### src/rtl/io_dmem_dma.sv
// Copies cmd_len words from src to dst in bursts of up to MAX_BURST_LEN (read burst to buffer, then write it).
// Latency: read request valid the cycle after cmd accept; done pulses the cycle after the final write-data beat.
// Backpressure: all channels valid/ready; valids and payloads hold until fire; cmd_ready only while idle.
module io_dmem_dma #(
    parameter int AWIDTH        = 14,
    parameter int DWIDTH        = 32,
    parameter int MAX_BURST_LEN = 8
) (
    input  logic              clk,
    input  logic              rst,
    input  logic [AWIDTH-1:0] cmd_src_addr,
    input  logic [AWIDTH-1:0] cmd_dst_addr,
    input  logic [31:0]       cmd_len,
    input  logic              cmd_valid,
    output logic              cmd_ready,
    output logic              busy,
    output logic              done,
    output logic [AWIDTH-1:0] req_read_addr,
    output logic [31:0]       req_read_len,
    output logic              req_read_addr_valid,
    input  logic              req_read_addr_ready,
    input  logic [DWIDTH-1:0] resp_read_data,
    input  logic              resp_read_data_valid,
    output logic              resp_read_data_ready,
    output logic [AWIDTH-1:0] req_write_addr,
    output logic [31:0]       req_write_len,
    output logic              req_write_addr_valid,
    input  logic              req_write_addr_ready,
    output logic [DWIDTH-1:0] req_write_data,
    output logic              req_write_data_valid,
    input  logic              req_write_data_ready
);
    // IW must hold the value MAX_BURST_LEN (index parks at chunk after the last read beat)
    localparam int          IW      = $clog2(MAX_BURST_LEN + 1);
    localparam int          BW      = (MAX_BURST_LEN > 1) ? $clog2(MAX_BURST_LEN) : 1;
    localparam logic [31:0] MAX_LEN = 32'(MAX_BURST_LEN);

    typedef enum logic [2:0] {IDLE, RD_REQ, RD_DATA, WR_REQ, WR_DATA, DONE} state_t;

    state_t            state_q, state_d;
    logic [AWIDTH-1:0] src_q, src_d, dst_q, dst_d;
    logic [31:0]       rem_q, rem_d, chunk_q, chunk_d;
    logic [IW-1:0]     idx_q, idx_d;
    logic [DWIDTH-1:0] buf_q [MAX_BURST_LEN];

    logic        cmd_fire, rd_req_fire, rd_dat_fire, wr_req_fire, wr_dat_fire;
    logic        last_beat;
    logic [31:0] rem_after;

    function automatic logic [31:0] clamp_len(input logic [31:0] n);
        return (n > MAX_LEN) ? MAX_LEN : n;
    endfunction

    assign cmd_fire    = cmd_valid & cmd_ready;
    assign rd_req_fire = req_read_addr_valid & req_read_addr_ready;
    assign rd_dat_fire = resp_read_data_valid & resp_read_data_ready;
    assign wr_req_fire = req_write_addr_valid & req_write_addr_ready;
    assign wr_dat_fire = req_write_data_valid & req_write_data_ready;
    assign last_beat   = ({{(32-IW){1'b0}}, idx_q} == (chunk_q - 32'd1));
    assign rem_after   = rem_q - chunk_q;

    // Payloads come straight from registers so they cannot move while a valid is pending
    assign req_read_addr  = src_q;
    assign req_read_len   = chunk_q;
    assign req_write_addr = dst_q;
    assign req_write_len  = chunk_q;
    assign req_write_data = buf_q[idx_q[BW-1:0]];

    // State and datapath registers; reset abandons any command in flight
    always_ff @(posedge clk or negedge rst) begin
        if (!rst) begin
            state_q <= IDLE;
            src_q   <= '0;
            dst_q   <= '0;
            rem_q   <= '0;
            chunk_q <= '0;
            idx_q   <= '0;
        end else begin
            state_q <= state_d;
            src_q   <= src_d;
            dst_q   <= dst_d;
            rem_q   <= rem_d;
            chunk_q <= chunk_d;
            idx_q   <= idx_d;
        end
    end

    // Burst buffer: contents are don't-care out of reset, so no reset term
    always_ff @(posedge clk) begin
        if (rd_dat_fire) begin
            buf_q[idx_q[BW-1:0]] <= resp_read_data;
        end
    end

    // Next-state: strict read-burst / write-burst alternation per chunk
    always_comb begin
        state_d = state_q;
        case (state_q)
            IDLE:    if (cmd_fire) state_d = (cmd_len == 32'd0) ? DONE : RD_REQ;
            RD_REQ:  if (rd_req_fire) state_d = RD_DATA;
            RD_DATA: if (rd_dat_fire && last_beat) state_d = WR_REQ;
            WR_REQ:  if (wr_req_fire) state_d = WR_DATA;
            WR_DATA: if (wr_dat_fire && last_beat) state_d = (rem_after != 32'd0) ? RD_REQ : DONE;
            DONE:    state_d = IDLE;
            default: state_d = IDLE;
        endcase
    end

    // Datapath: chunk is fixed whenever RD_REQ is entered, addresses wrap modulo 2^AWIDTH
    always_comb begin
        src_d   = src_q;
        dst_d   = dst_q;
        rem_d   = rem_q;
        chunk_d = chunk_q;
        idx_d   = idx_q;
        case (state_q)
            IDLE: begin
                if (cmd_fire) begin
                    src_d   = cmd_src_addr;
                    dst_d   = cmd_dst_addr;
                    rem_d   = cmd_len;
                    chunk_d = clamp_len(cmd_len);
                    idx_d   = '0;
                end
            end
            RD_REQ:  if (rd_req_fire) idx_d = '0;
            RD_DATA: if (rd_dat_fire) idx_d = idx_q + 1'b1;
            WR_REQ:  if (wr_req_fire) idx_d = '0;
            WR_DATA: begin
                if (wr_dat_fire) begin
                    idx_d = idx_q + 1'b1;
                    if (last_beat) begin
                        src_d   = src_q + AWIDTH'(chunk_q);
                        dst_d   = dst_q + AWIDTH'(chunk_q);
                        rem_d   = rem_after;
                        chunk_d = clamp_len(rem_after);
                        idx_d   = '0;
                    end
                end
            end
            default: ;
        endcase
    end

    // Outputs decoded from state only, so reset drops every valid at once
    always_comb begin
        cmd_ready            = 1'b0;
        busy                 = 1'b1;
        done                 = 1'b0;
        req_read_addr_valid  = 1'b0;
        resp_read_data_ready = 1'b0;
        req_write_addr_valid = 1'b0;
        req_write_data_valid = 1'b0;
        case (state_q)
            IDLE: begin
                cmd_ready = 1'b1;
                busy      = 1'b0;
            end
            RD_REQ:  req_read_addr_valid  = 1'b1;
            RD_DATA: resp_read_data_ready = 1'b1;
            WR_REQ:  req_write_addr_valid = 1'b1;
            WR_DATA: req_write_data_valid = 1'b1;
            DONE:    done                 = 1'b1;
            default: ;
        endcase
    end

endmodule

### config.mk
export PLATFORM = sky130hd
export DESIGN_NAME = io_dmem_dma
export DESIGN_NICKNAME = d
export VERILOG_FILES = /design/src/rtl/io_dmem_dma.sv
export SDC_FILE = /design/constraint.sdc
export NUM_CORES = 1
export LEC_CHECK = 0
export ABC_AREA = 1
export CORE_AREA = 5 5 213 215
export DETAILED_ROUTE_END_ITERATION = 6
export DIE_AREA = 0 0 218 220
export MAX_ROUTING_LAYER = met4
export PLACE_DENSITY = 0.76
export SYNTH_ARGS = -nofsm -noshare
export SYNTH_HDL_FRONTEND = slang
export SYNTH_SLANG_ARGS = --single-unit
### constraint.sdc
create_clock -name clk -period 5.2 [get_ports clk]
set_input_delay 1.04 -clock clk [delete_from_list [all_inputs] [get_ports clk]]
set_output_delay 1.04 -clock clk [all_outputs]
set_load 0.05 [all_outputs]
==> reports/results.tsv <==
stage	metric	value	unit
clock_network	cts_max_level	2	
floorplanning	die_height	220	um
worst_setup_path	critPathCaptureType	output port	
drt	wirelength	57100	um
clock_network	ctsHoldBuffers	0	
drt	antenna_left	0	
placed_design	dp_cells	3023	
sta	hold_violations	0	
grt	antenna_found_initial	1	
yosys	yosys_warnings	0	
floorplanning	die_area	0.0480	mm^2
worst_setup_path	cp_cell_sequence	inv_1 -> nor3_2 -> buf_12 -> nand2_1 -> o21ai_0 -> a221oi_1 -> nand4_1 -> clkdlybuf4s50_1	
yosys	ys_top_cells_by_count	nand2_1, inv_1, edfxtp_1, nor2_1, nand3_1	
floorplanning	rows	77	
yosys	synth.area.top_cells	edfxtp_1, nand2_1, dfrtp_1, inv_1, nor2_1	
power_and_ir_drop	p_total	12.8	mW
worst_setup_path	cp.required	4.16	ns
min_path	hp-class	reg -> reg	
power_and_ir_drop	ir_worst_vdd	0.510	mV
yosys	yosysUniqueCellTypes	47	
power_and_ir_drop	p_seq_share	28.4	%
drt	avgRoutedWirePerCell	18.4	um
yosys	yosysMostFrequentCell	nand2_1	
floorplanning	start_util	44.3	%
yosys	syn_area	0.0193	mm^2
worst_setup_path	cp_num_buf_inv	3	
worst_setup_path	startpoint_type	flop	
yosys	yosysTopAreaCell	edfxtp_1	
grt	grt_pass1_wl	88000	um
sta	rsz0062_at_grt	false	
drt	dr.pass1.iters	7	
final_layout	final_cells	3093	
grt	grt_max_degree	90	
drt	vias_per_cell	5.36	
worst_setup_path	arrival	3.73	ns
job	maxCapViolCount	0	
power_and_ir_drop	clkPwrFrac	21.7	%
power_and_ir_drop	p_sw_share	45.2	%
sta	setup_viol	0	
yosys	synthArstFlopShare	27.9	%
power_and_ir_drop	power.switching	5.79	mW
floorplanning	io_pins	230	
final_layout	fillers	3939	
placed_design	place_hpwl	39900	um
sta	fin_crit_sh	91.6	%
drt	drc	0	
yosys	syn_area_per_cell	8.49	um^2
clock_network	cts_setup_buffers	0	
yosys	ys.flop_type	edfxtp_1	
sta	max_freq	210	MHz
floorplanning	die_w	218	um
yosys	synth-edff-count	256	
sta	drv_slew	0	
clock_network	clk_pin_slew_worst_paths	0.06	ns
sta	fin_skew	0.0124	ns
worst_setup_path	crit_type	reg -> out	
power_and_ir_drop	leakage	10.4	nW
grt	grt_pass1_vias	16500	
power_and_ir_drop	combPwrFrac	49.9	%
worst_setup_path	critPathTopFamily	buffers and inverters	
worst_setup_path	critPathSlowestCell	clkdlybuf4s50_1	
placed_design	place_congestion	1.00	
drt	vias	16600	
sta	max_slew_margin	33.3	%
clock_network	cts-buffers-inserted	39	
grt	track_usage	23.9	%
final_layout	drive_gt1_share	4.56	%
run_status	outcome	finished, final reports clean	
sta	max_slew.worst_pin.slew	1.00	ns
worst_setup_path	slowest_delay	0.83	ns
clock_network	cts-resized-gates	0	
clock_network	cts_buffer_depth	3	
power_and_ir_drop	p_int	7.03	mW
yosys	yosysSeqAreaShare	52.7	%
clock_network	cts_tree	done	
power_and_ir_drop	p_per_area	549	mW/mm^2
yosys	postSynthCellCount	2269	
clock_network	clock-root-buffer	clkbuf_16	
drt	first_iter_violations	1445	
placed_design	portBuffers	229	
floorplanning	coreArea	0.0435	mm^2
clock_network	numClockSinks	355	
worst_setup_path	cp_max_fo	26	
sta	post-route-min-period	4.77	ns
yosys	synth-seq-cells	355	
grt	overflow	0	
final_layout	area_growth	21.2	%
clock_network	clock_latency	0.55	ns
final_layout	final_nets	2633	
yosys	synth_fp_nets	2430	
yosys	yosys.area.top_type_share	39.9	%
[per-stage QoR]
step                hold slack (ns)  util [%]  TNS, ns  area, um^2  setup slack, ns
CTS                           0.488      53.6        0       23400            0.433
detailed placement            0.473      50.7        0       22100             1.07
global route                  0.508      53.6        0       23400            0.216
finish                        0.490      53.6        0       23400            0.435
global placement              0.469      50.7        0       22100             1.20
floorplan                     0.453         -   -74.87       19300           -0.468
[final timing paths]
kind,endpoint,start,depth (start not counted),slack (ns)
setup / recovery,req_write_data[30],idx_q[0],8,0.43
hold / removal,rem_q[19],rem_q[19],2,0.49
setup reg to reg,rem_q[3],req_read_len[2],15,1.52
hold reg to reg,rem_q[19],rem_q[19],2,0.49
max in group asynchronous,req_read_len[9],rst,2,3.55
min in group asynchronous,req_read_addr[6],rst,1,0.64
[layout make-up]
cell class,instances,area (um^2),share of cell area [%]
Sequential cell,355,10200,43.5
Clock buffer,44,1000,4.30
Multi-Input combinational cell,1547,7640,32.7
Inverter,278,1040,4.47
Tap cell,592,741,3.17
Antenna cell,1,2.50,0.0107
Timing Repair Buffer,251,2480,10.6
Clock inverter,25,277,1.18
[worst min-delay path, stage by stage, from the launching register on]
cell	delay (ns)
dfrtp_1	0.35
nand2_1	0.06
nand2_1	0.05
[registers in the layout, indices dropped and copies added (netlist names)]
name,cells
buf_q,256
idx_q,4
req_read_len,32
rem_q,32
state_q,3
req_write_addr,14
req_read_addr,14
[kinds of logic after synthesis]
group                    share of synthesized area, %
AO/OA/AOI/OAI                                    8.14
XOR/XNOR                                         1.23
adder cells (fa/ha/maj)                          4.14
buffers and inverters                            8.06
flip-flops                                       52.7
AND/OR/NAND/NOR                                  25.7
[cells in the final DEF, fill, tap and decap left out, types with 6 or more instances in the layout]
| cell type | netlist | layout |
|---|---|---|
| a21oi_1 | 55 | 55 |
| a221oi_1 | 34 | 34 |
| xor2_1 | 17 | 17 |
| o211ai_1 | 10 | 10 |
| a22oi_1 | 34 | 34 |
| nand3_1 | 101 | 101 |
| nor3_1 | 21 | 14 |
| clkinv_1 | 1 | 9 |
| a22o_1 | 6 | 6 |
| inv_1 | 275 | 275 |
| nor3_2 | 0 | 7 |
| clkbuf_16 | 0 | 39 |
| nor2_2 | 5 | 8 |
| clkdlybuf4s50_1 | 0 | 228 |
| buf_4 | 35 | 21 |
| o2bb2ai_1 | 9 | 9 |
| xnor2_1 | 10 | 10 |
| ha_1 | 59 | 59 |
| nor4_1 | 12 | 7 |
| o21ai_0 | 74 | 74 |
| dfrtp_1 | 99 | 99 |
| nor2_1 | 210 | 206 |
| nand2_1 | 791 | 790 |
| nand4_1 | 54 | 54 |
| edfxtp_1 | 256 | 256 |
[metal layers]
| metal | vias to the layer above | track usage [%] | part of all wire, % |
|---|---|---|---|
| met2 | 651 | 40.7 | 48 |
| met1 | 7889 | 29.0 | 41 |
| met4 | 0 | 8.69 | 3.6 |
| li1 | 7906 | - | - |
| met5 | - | - | 0 |
| met3 | 138 | 3.97 | 7.0 |
[power groups by stage]
stage / logic (mW) / registers [mW] / clock network, mW
after floorplan: 4.09 / 4.02 / 0
after global placement: 6.23 / 3.68 / 0
after detailed placement: 6.32 / 3.68 / 0
after CTS: 6.36 / 3.63 / 2.83
after global routing: 7.03 / 3.67 / 2.97
final: 6.39 / 3.64 / 2.78
(Power assumes the default switching activity.)
